`src/rtl/ifu_pkg.sv`:
```
// Shared types and constants for the instruction fetch unit.
// Lane indices map byte_cnt to big-endian byte positions within the word.
package ifu_pkg;

    localparam int unsigned BYTES_PER_WORD = 4;
    localparam int unsigned LANE_W         = 8;
    localparam int unsigned INSTR_W        = BYTES_PER_WORD * LANE_W;
    localparam int unsigned CNT_W          = $clog2(BYTES_PER_WORD);

    // Byte order within the word: lane 0 is the most significant byte.
    localparam logic [CNT_W-1:0] LANE_0 = CNT_W'(0);
    localparam logic [CNT_W-1:0] LANE_1 = CNT_W'(1);
    localparam logic [CNT_W-1:0] LANE_2 = CNT_W'(2);
    localparam logic [CNT_W-1:0] LANE_3 = CNT_W'(3);

    typedef enum logic [1:0] {
        ST_IDLE  = 2'd0,
        ST_FETCH = 2'd1,
        ST_HOLD  = 2'd2,
        ST_FAULT = 2'd3
    } ifu_state_e;

endpackage

```
`src/rtl/ifu_word_assembler.sv`:
```
// Captures the first three bytes of a word into a staging register and
// loads the full big-endian word into the output register with the last byte.
module ifu_word_assembler
    import ifu_pkg::*;
(
    input  logic               clk,
    input  logic               rst,
    input  logic               i_cap,
    input  logic               i_load,
    input  logic [CNT_W-1:0]   i_lane,
    input  logic [LANE_W-1:0]  i_byte,
    output logic [INSTR_W-1:0] o_instr
);

    logic [INSTR_W-LANE_W-1:0] r_part;
    logic [INSTR_W-1:0]        r_instr;

    always_ff @(posedge clk) begin
        if (rst) begin
            r_part  <= '0;
            r_instr <= '0;
        end else begin
            if (i_cap) begin
                case (i_lane)
                    LANE_0:  r_part[3*LANE_W-1:2*LANE_W] <= i_byte;
                    LANE_1:  r_part[2*LANE_W-1:LANE_W]   <= i_byte;
                    LANE_2:  r_part[LANE_W-1:0]          <= i_byte;
                    default: ;
                endcase
            end
            if (i_load) begin
                r_instr <= {r_part, i_byte};
            end
        end
    end

    assign o_instr = r_instr;

endmodule

```
`src/rtl/instruction_fetch_unit.sv`:
```
// Byte-serial instruction fetch: owns the PC, reads four bytes per word and
// hands the word to decode via valid/ready. IFU_ALIGN_CHECK_EN adds an alignment fault.
module instruction_fetch_unit
    import ifu_pkg::*;
#(
    parameter int unsigned        ADDR_W   = 10,
    parameter int unsigned        DATA_W   = 8,
    parameter logic [ADDR_W-1:0]  RESET_PC = '0
) (
    input  logic               clk,
    input  logic               rst,
    input  logic               en,
    input  logic               redirect_valid,
    input  logic [ADDR_W-1:0]  redirect_pc,
    output logic [ADDR_W-1:0]  mem_addr,
    output logic               mem_wr,
    input  logic [DATA_W-1:0]  mem_rdata,
    output logic [INSTR_W-1:0] instr,
    output logic [ADDR_W-1:0]  instr_pc,
    output logic               instr_valid,
    input  logic               instr_ready,
    output logic               busy,
    output logic               fault
);

    ifu_state_e        r_state;
    logic [ADDR_W-1:0] r_pc;
    logic [CNT_W-1:0]  r_byte_cnt;
    logic [ADDR_W-1:0] r_mem_addr;
    logic [ADDR_W-1:0] r_instr_pc;
    logic              r_instr_valid;
    logic              r_busy;
    logic              w_cap;
    logic              w_load;

    // A redirect or reset in the same cycle suppresses the byte capture.
    assign w_cap  = (r_state == ST_FETCH) && !rst && !redirect_valid;
    assign w_load = w_cap && (r_byte_cnt == LANE_3);

    ifu_word_assembler u_asm (
        .clk     (clk),
        .rst     (rst),
        .i_cap   (w_cap),
        .i_load  (w_load),
        .i_lane  (r_byte_cnt),
        .i_byte  (mem_rdata),
        .o_instr (instr)
    );

`ifdef IFU_ALIGN_CHECK_EN
    logic r_fault;
`endif

    // r_mem_addr always tracks r_pc + r_byte_cnt, updated alongside them.
    always_ff @(posedge clk) begin
        if (rst) begin
            r_state       <= ST_IDLE;
            r_pc          <= RESET_PC;
            r_byte_cnt    <= '0;
            r_mem_addr    <= RESET_PC;
            r_instr_pc    <= RESET_PC;
            r_instr_valid <= 1'b0;
            r_busy        <= 1'b0;
`ifdef IFU_ALIGN_CHECK_EN
            r_fault       <= 1'b0;
`endif
        end else if (redirect_valid) begin
            r_pc          <= redirect_pc;
            r_mem_addr    <= redirect_pc;
            r_byte_cnt    <= '0;
            r_instr_valid <= 1'b0;
`ifdef IFU_ALIGN_CHECK_EN
            if (redirect_pc[1:0] != 2'b00) begin
                r_state <= ST_FAULT;
                r_busy  <= 1'b0;
                r_fault <= 1'b1;
            end else begin
                r_state <= en ? ST_FETCH : ST_IDLE;
                r_busy  <= en;
                r_fault <= 1'b0;
            end
`else
            r_state       <= en ? ST_FETCH : ST_IDLE;
            r_busy        <= en;
`endif
        end else begin
            case (r_state)
                ST_IDLE: begin
                    if (en) begin
                        r_state    <= ST_FETCH;
                        r_busy     <= 1'b1;
                        r_byte_cnt <= '0;
                    end
                end
                ST_FETCH: begin
                    if (r_byte_cnt == LANE_3) begin
                        r_state       <= ST_HOLD;
                        r_busy        <= 1'b0;
                        r_byte_cnt    <= '0;
                        r_mem_addr    <= r_pc;
                        r_instr_pc    <= r_pc;
                        r_instr_valid <= 1'b1;
                    end else begin
                        r_byte_cnt <= r_byte_cnt + CNT_W'(1);
                        r_mem_addr <= r_mem_addr + ADDR_W'(1);
                    end
                end
                ST_HOLD: begin
                    if (r_instr_valid && instr_ready) begin
                        r_instr_valid <= 1'b0;
                        r_pc          <= r_pc + ADDR_W'(BYTES_PER_WORD);
                        r_mem_addr    <= r_pc + ADDR_W'(BYTES_PER_WORD);
                        r_state       <= en ? ST_FETCH : ST_IDLE;
                        r_busy        <= en;
                    end
                end
                ST_FAULT: ;
                default: begin
                    r_state <= ST_IDLE;
                    r_busy  <= 1'b0;
                end
            endcase
        end
    end

    assign mem_addr    = r_mem_addr;
    assign mem_wr      = 1'b0;
    assign instr_pc    = r_instr_pc;
    assign instr_valid = r_instr_valid;
    assign busy        = r_busy;
`ifdef IFU_ALIGN_CHECK_EN
    assign fault       = r_fault;
`else
    assign fault       = 1'b0;
`endif

endmodule

```
`config.mk`:
```
export PLATFORM = sky130hd
export DESIGN_NAME = instruction_fetch_unit
export DESIGN_NICKNAME = d
export VERILOG_FILES = /design/src/rtl/ifu_pkg.sv /design/src/rtl/ifu_word_assembler.sv /design/src/rtl/instruction_fetch_unit.sv
export SDC_FILE = /design/constraint.sdc
export NUM_CORES = 1
export LEC_CHECK = 0
export CAP_MARGIN = 20
export CORE_MARGIN = 4
export CORE_UTILIZATION = 52
export DETAILED_ROUTE_END_ITERATION = 12
export GPL_ROUTABILITY_DRIVEN = 0
export MAX_ROUTING_LAYER = met4
export PLACE_DENSITY_LB_ADDON = 0.3
export RECOVER_POWER = 50
export SLEW_MARGIN = 20
export SYNTH_ARGS = -nofsm -noshare
export SYNTH_HDL_FRONTEND = slang
export SYNTH_SLANG_ARGS = --single-unit
```
`constraint.sdc`:
```
create_clock -name clk -period 1.8 [get_ports clk]
set_input_delay 0.36 -clock clk [delete_from_list [all_inputs] [get_ports clk]]
set_output_delay 0.36 -clock clk [all_outputs]
set_load 0.01 [all_outputs]
```
==> run_results.csv <==
group,metric,value,unit
grt,grt_max_degree,73,
power_and_ir_drop,p_switching,1.13,mW
power_and_ir_drop,seqPwrFrac,51.9,%
cells_and_area,area_delta_synth_final,29.9,%
logic_synthesis,synthTopCellsByCount,"nand2_1 (144), dfxtp_1 (91), a21oi_1 (80), clkbuf_1 (16), buf_2 (15)",
grt,grt_pass1_wl,17.2,mm
die,num_rows,32,
cells_and_area,final_cell_count_no_fill,702,
die,io_pins,79,
status,status,"completed",
route,wl_met1,4.71,mm
logic_synthesis,synthArstFlopShare,0,%
clocking,clk_latency,0.36,ns
timing,max_freq,576,MHz
critical_path,crit_type,"reg2out",
logic_synthesis,yosysUniqueCellTypes,57,
clocking,cts_root_buf,"clkbuf_8",
die,die_area,9320,um2
power_and_ir_drop,p_per_area,775,nW/um2
route,top_layer_used,"met4",
cells_and_area,drive_gt1_share,12.5,%
die,core-area,7690,um2
route,ant_nets,0,
timing,setup_tns,0,ns
power_and_ir_drop,p_leak,1.87,nW
critical_path,cp_slowest_stage_delay,0.58,ns
logic_synthesis,synth_largest_area_cell,"dfxtp_1",
critical_path,cp-start-kind,"register",
critical_path,cp_max_fo,7,
job,cap_violations,0,
route,drt-initial-drc-count,188,
power_and_ir_drop,intPower,2.98,mW
route,avgRoutedWirePerCell,15.1,um
power_and_ir_drop,peakVddDrop,0.692,mV
logic_synthesis,syn_area,4080,um2
critical_path,cp_cell_sequence,"clkdlybuf4s50_1",
logic_synthesis,netlist.area_leader.share,44.7,%
timing,setup_viol,0,
die,initial_utilization,53.0,%
power_and_ir_drop,clock_power_share,35.4,%
critical_path,worst_setup_path_end_kind,"primary output",
cells_and_area,num_antenna_cells,0,
logic_synthesis,ys_warn_count,0,
grt,grtUsageTotal,24.5,%
logic_synthesis,synthTopCellsByArea,"dfxtp_1 (45%), nand2_1 (13%), a21oi_1 (9.8%), ha_1 (3.1%), buf_2 (1.8%)",
grt,grt_pass1_vias,3622,
route,wl_met2,4.91,mm
timing,report.final.slew_viol_count,0,
timing,hold_ws,0.441,ns
clocking,path_clk_slew,0.10,ns
timing,fin_crit,1.74,ns
grt,antenna_found_initial,0,
hold_path,hold_class,"in2reg",
logic_synthesis,yosys_most_used_dff,"dfxtp_1",
route,vias_per_cell,5.60,
critical_path,cp_data_arrival_time,1.38,ns
die,die_w,96.5,um
power_and_ir_drop,switching_share,27.4,%
cells_and_area,fin_nets,628,
logic_synthesis,avgSynthCellArea,7.96,um2
timing,final_hold_viol_count,0,
die,fp.dieH,96.5,um
place,dp.cells,685,
route,wl_met3,656,um
clocking,cts_hold_buf,0,
critical_path,crit_buf_inv,1,
logic_synthesis,synthMostInstantiatedCell,"nand2_1",
route,totalWireLength,10.6,mm
grt,gr-total-overflow,0,
route,vias,3930,
critical_path,crit_required,1.44,ns
power_and_ir_drop,combPwrFrac,12.7,%
cells_and_area,utilization,68.9,%
cells_and_area,nFillCells,623,
logic_synthesis,syn_inst,512,
route,dr.pass1.iters,5,
timing,fin_crit_sh,96.5,%
logic_synthesis,seq_area_frac_synth,44.7,%
clocking,cts_tree,"done",
timing,clock_skew,0.00932,ns
place,dp_hpwl,7.77,mm
logic_synthesis,ys_ff_latch,91,
route,drc,0,
place,io_buffers,76,
logic_synthesis,synth_edf_count,0,
clocking,cts_buffer_depth,2,
timing,rsz0062_at_grt,"true",
clocking,htree_levels,3,
critical_path,cp_slowest_cell,"clkdlybuf4s50_1",
critical_path,crit_family,"buffers and inverters",
clocking,cts_buffers,9,
clocking,cts.sinks,91,
-- final timing paths --
check / startpoint / end / slack [ns] / cells after the start
hold / removal: rst / mem_addr[1] / 0.44 / 3
setup reg to reg: r_state[0] / mem_addr[7] / 0.09 / 7
setup / recovery: mem_addr[2] / mem_addr[2] / 0.06 / 1
hold reg to reg: u_asm.o_instr[23] / u_asm.o_instr[23] / 0.46 / 2
-- final cells by class --
class | instances | area, um2 | area share, %
clock buffers | 9 | 124 | 2.34
well taps | 102 | 128 | 2.41
inverters | 14 | 52.6 | 0.992
flip-flops and latches | 91 | 1830 | 34.6
repair buffers | 111 | 1030 | 19.5
clock inverters | 7 | 83.8 | 1.58
multi-input cells | 368 | 2040 | 38.6
-- power groups by stage --
stage	clock network (mW)	registers [mW]	logic (mW)
floorplan	0	2.16	0.277
global placement	0	2.17	0.483
detailed placement	0	2.17	0.492
CTS	1.48	2.12	0.505
global route	1.54	2.14	0.570
finish	1.46	2.13	0.522
-- cells by family (layout without fill, tap and decap cells) --
kind of cell / Yosys count / after routing / share of synthesized area (%)
AO/OA/AOI/OAI: 131 / 131 / 19.4
XOR/XNOR: 11 / 11 / 2.36
adder cells (fa/ha/maj): 10 / 10 / 3.07
buffers and inverters: 54 / 141 / 6.02
flip-flops: 91 / 91 / 44.7
multiplexers: 6 / 6 / 1.50
other: 1 / 2 / 0.0920
AND/OR/NAND/NOR: 208 / 208 / 22.9
-- per-stage QoR --
step / setup slack (ns) / total power [mW] / cell area, um2
after floorplan: 0.0402 / 2.44 / 4080
after global placement: -0.127 / 2.65 / 5040
after detailed placement: -0.204 / 2.66 / 5040
after CTS: 0.0169 / 4.11 / 5270
after global routing: -0.0146 / 4.24 / 5300
final: 0.0639 / 4.11 / 5300
-- flip-flops by register name, indices dropped and copies added, names as in the netlist --
name and cells:
instr_pc 10, u_asm.r_part 24, r_pc 10, instr_valid 1, r_state 2, r_byte_cnt 2
u_asm.o_instr 32, mem_addr 10
-- layout by cell type, fill, tap and decap left out, types with 5 or more instances in the layout --
cell type        Yosys  layout
a211oi_1             5       5
a21boi_0             7       6
a21oi_1             80      80
and3_1              10       9
buf_4                4      34
clkbuf_8             0       9
clkdlybuf4s50_1      0      75
dfxtp_1             91      82
dfxtp_2              0       9
ha_1                10       8
inv_1               13      13
mux2i_1              5       5
nand2_1            144     143
nand3_1             10      10
nand4_1              8       8
nor2_1              11      11
nor3_1               8       8
o21ai_0              9       9
xnor2_1              7       7
-- timing repair --
action / 4_1_cts / 5_1_grt
endpoints found under the setup margin: 13 / 33
pin swaps: 1 / 2
buffers inserted: 1 / 0
gates resized for setup: 7 / 11
-- layer usage --
metal / up-vias / track usage [%]
li1: 1911 / -
met1: 1841 / 31.6
met2: 150 / 37.6
met3: 28 / 4.18
met4: 0 / 11.3
met5: - / -
No activity file was read; power rests on OpenSTA's default activity.
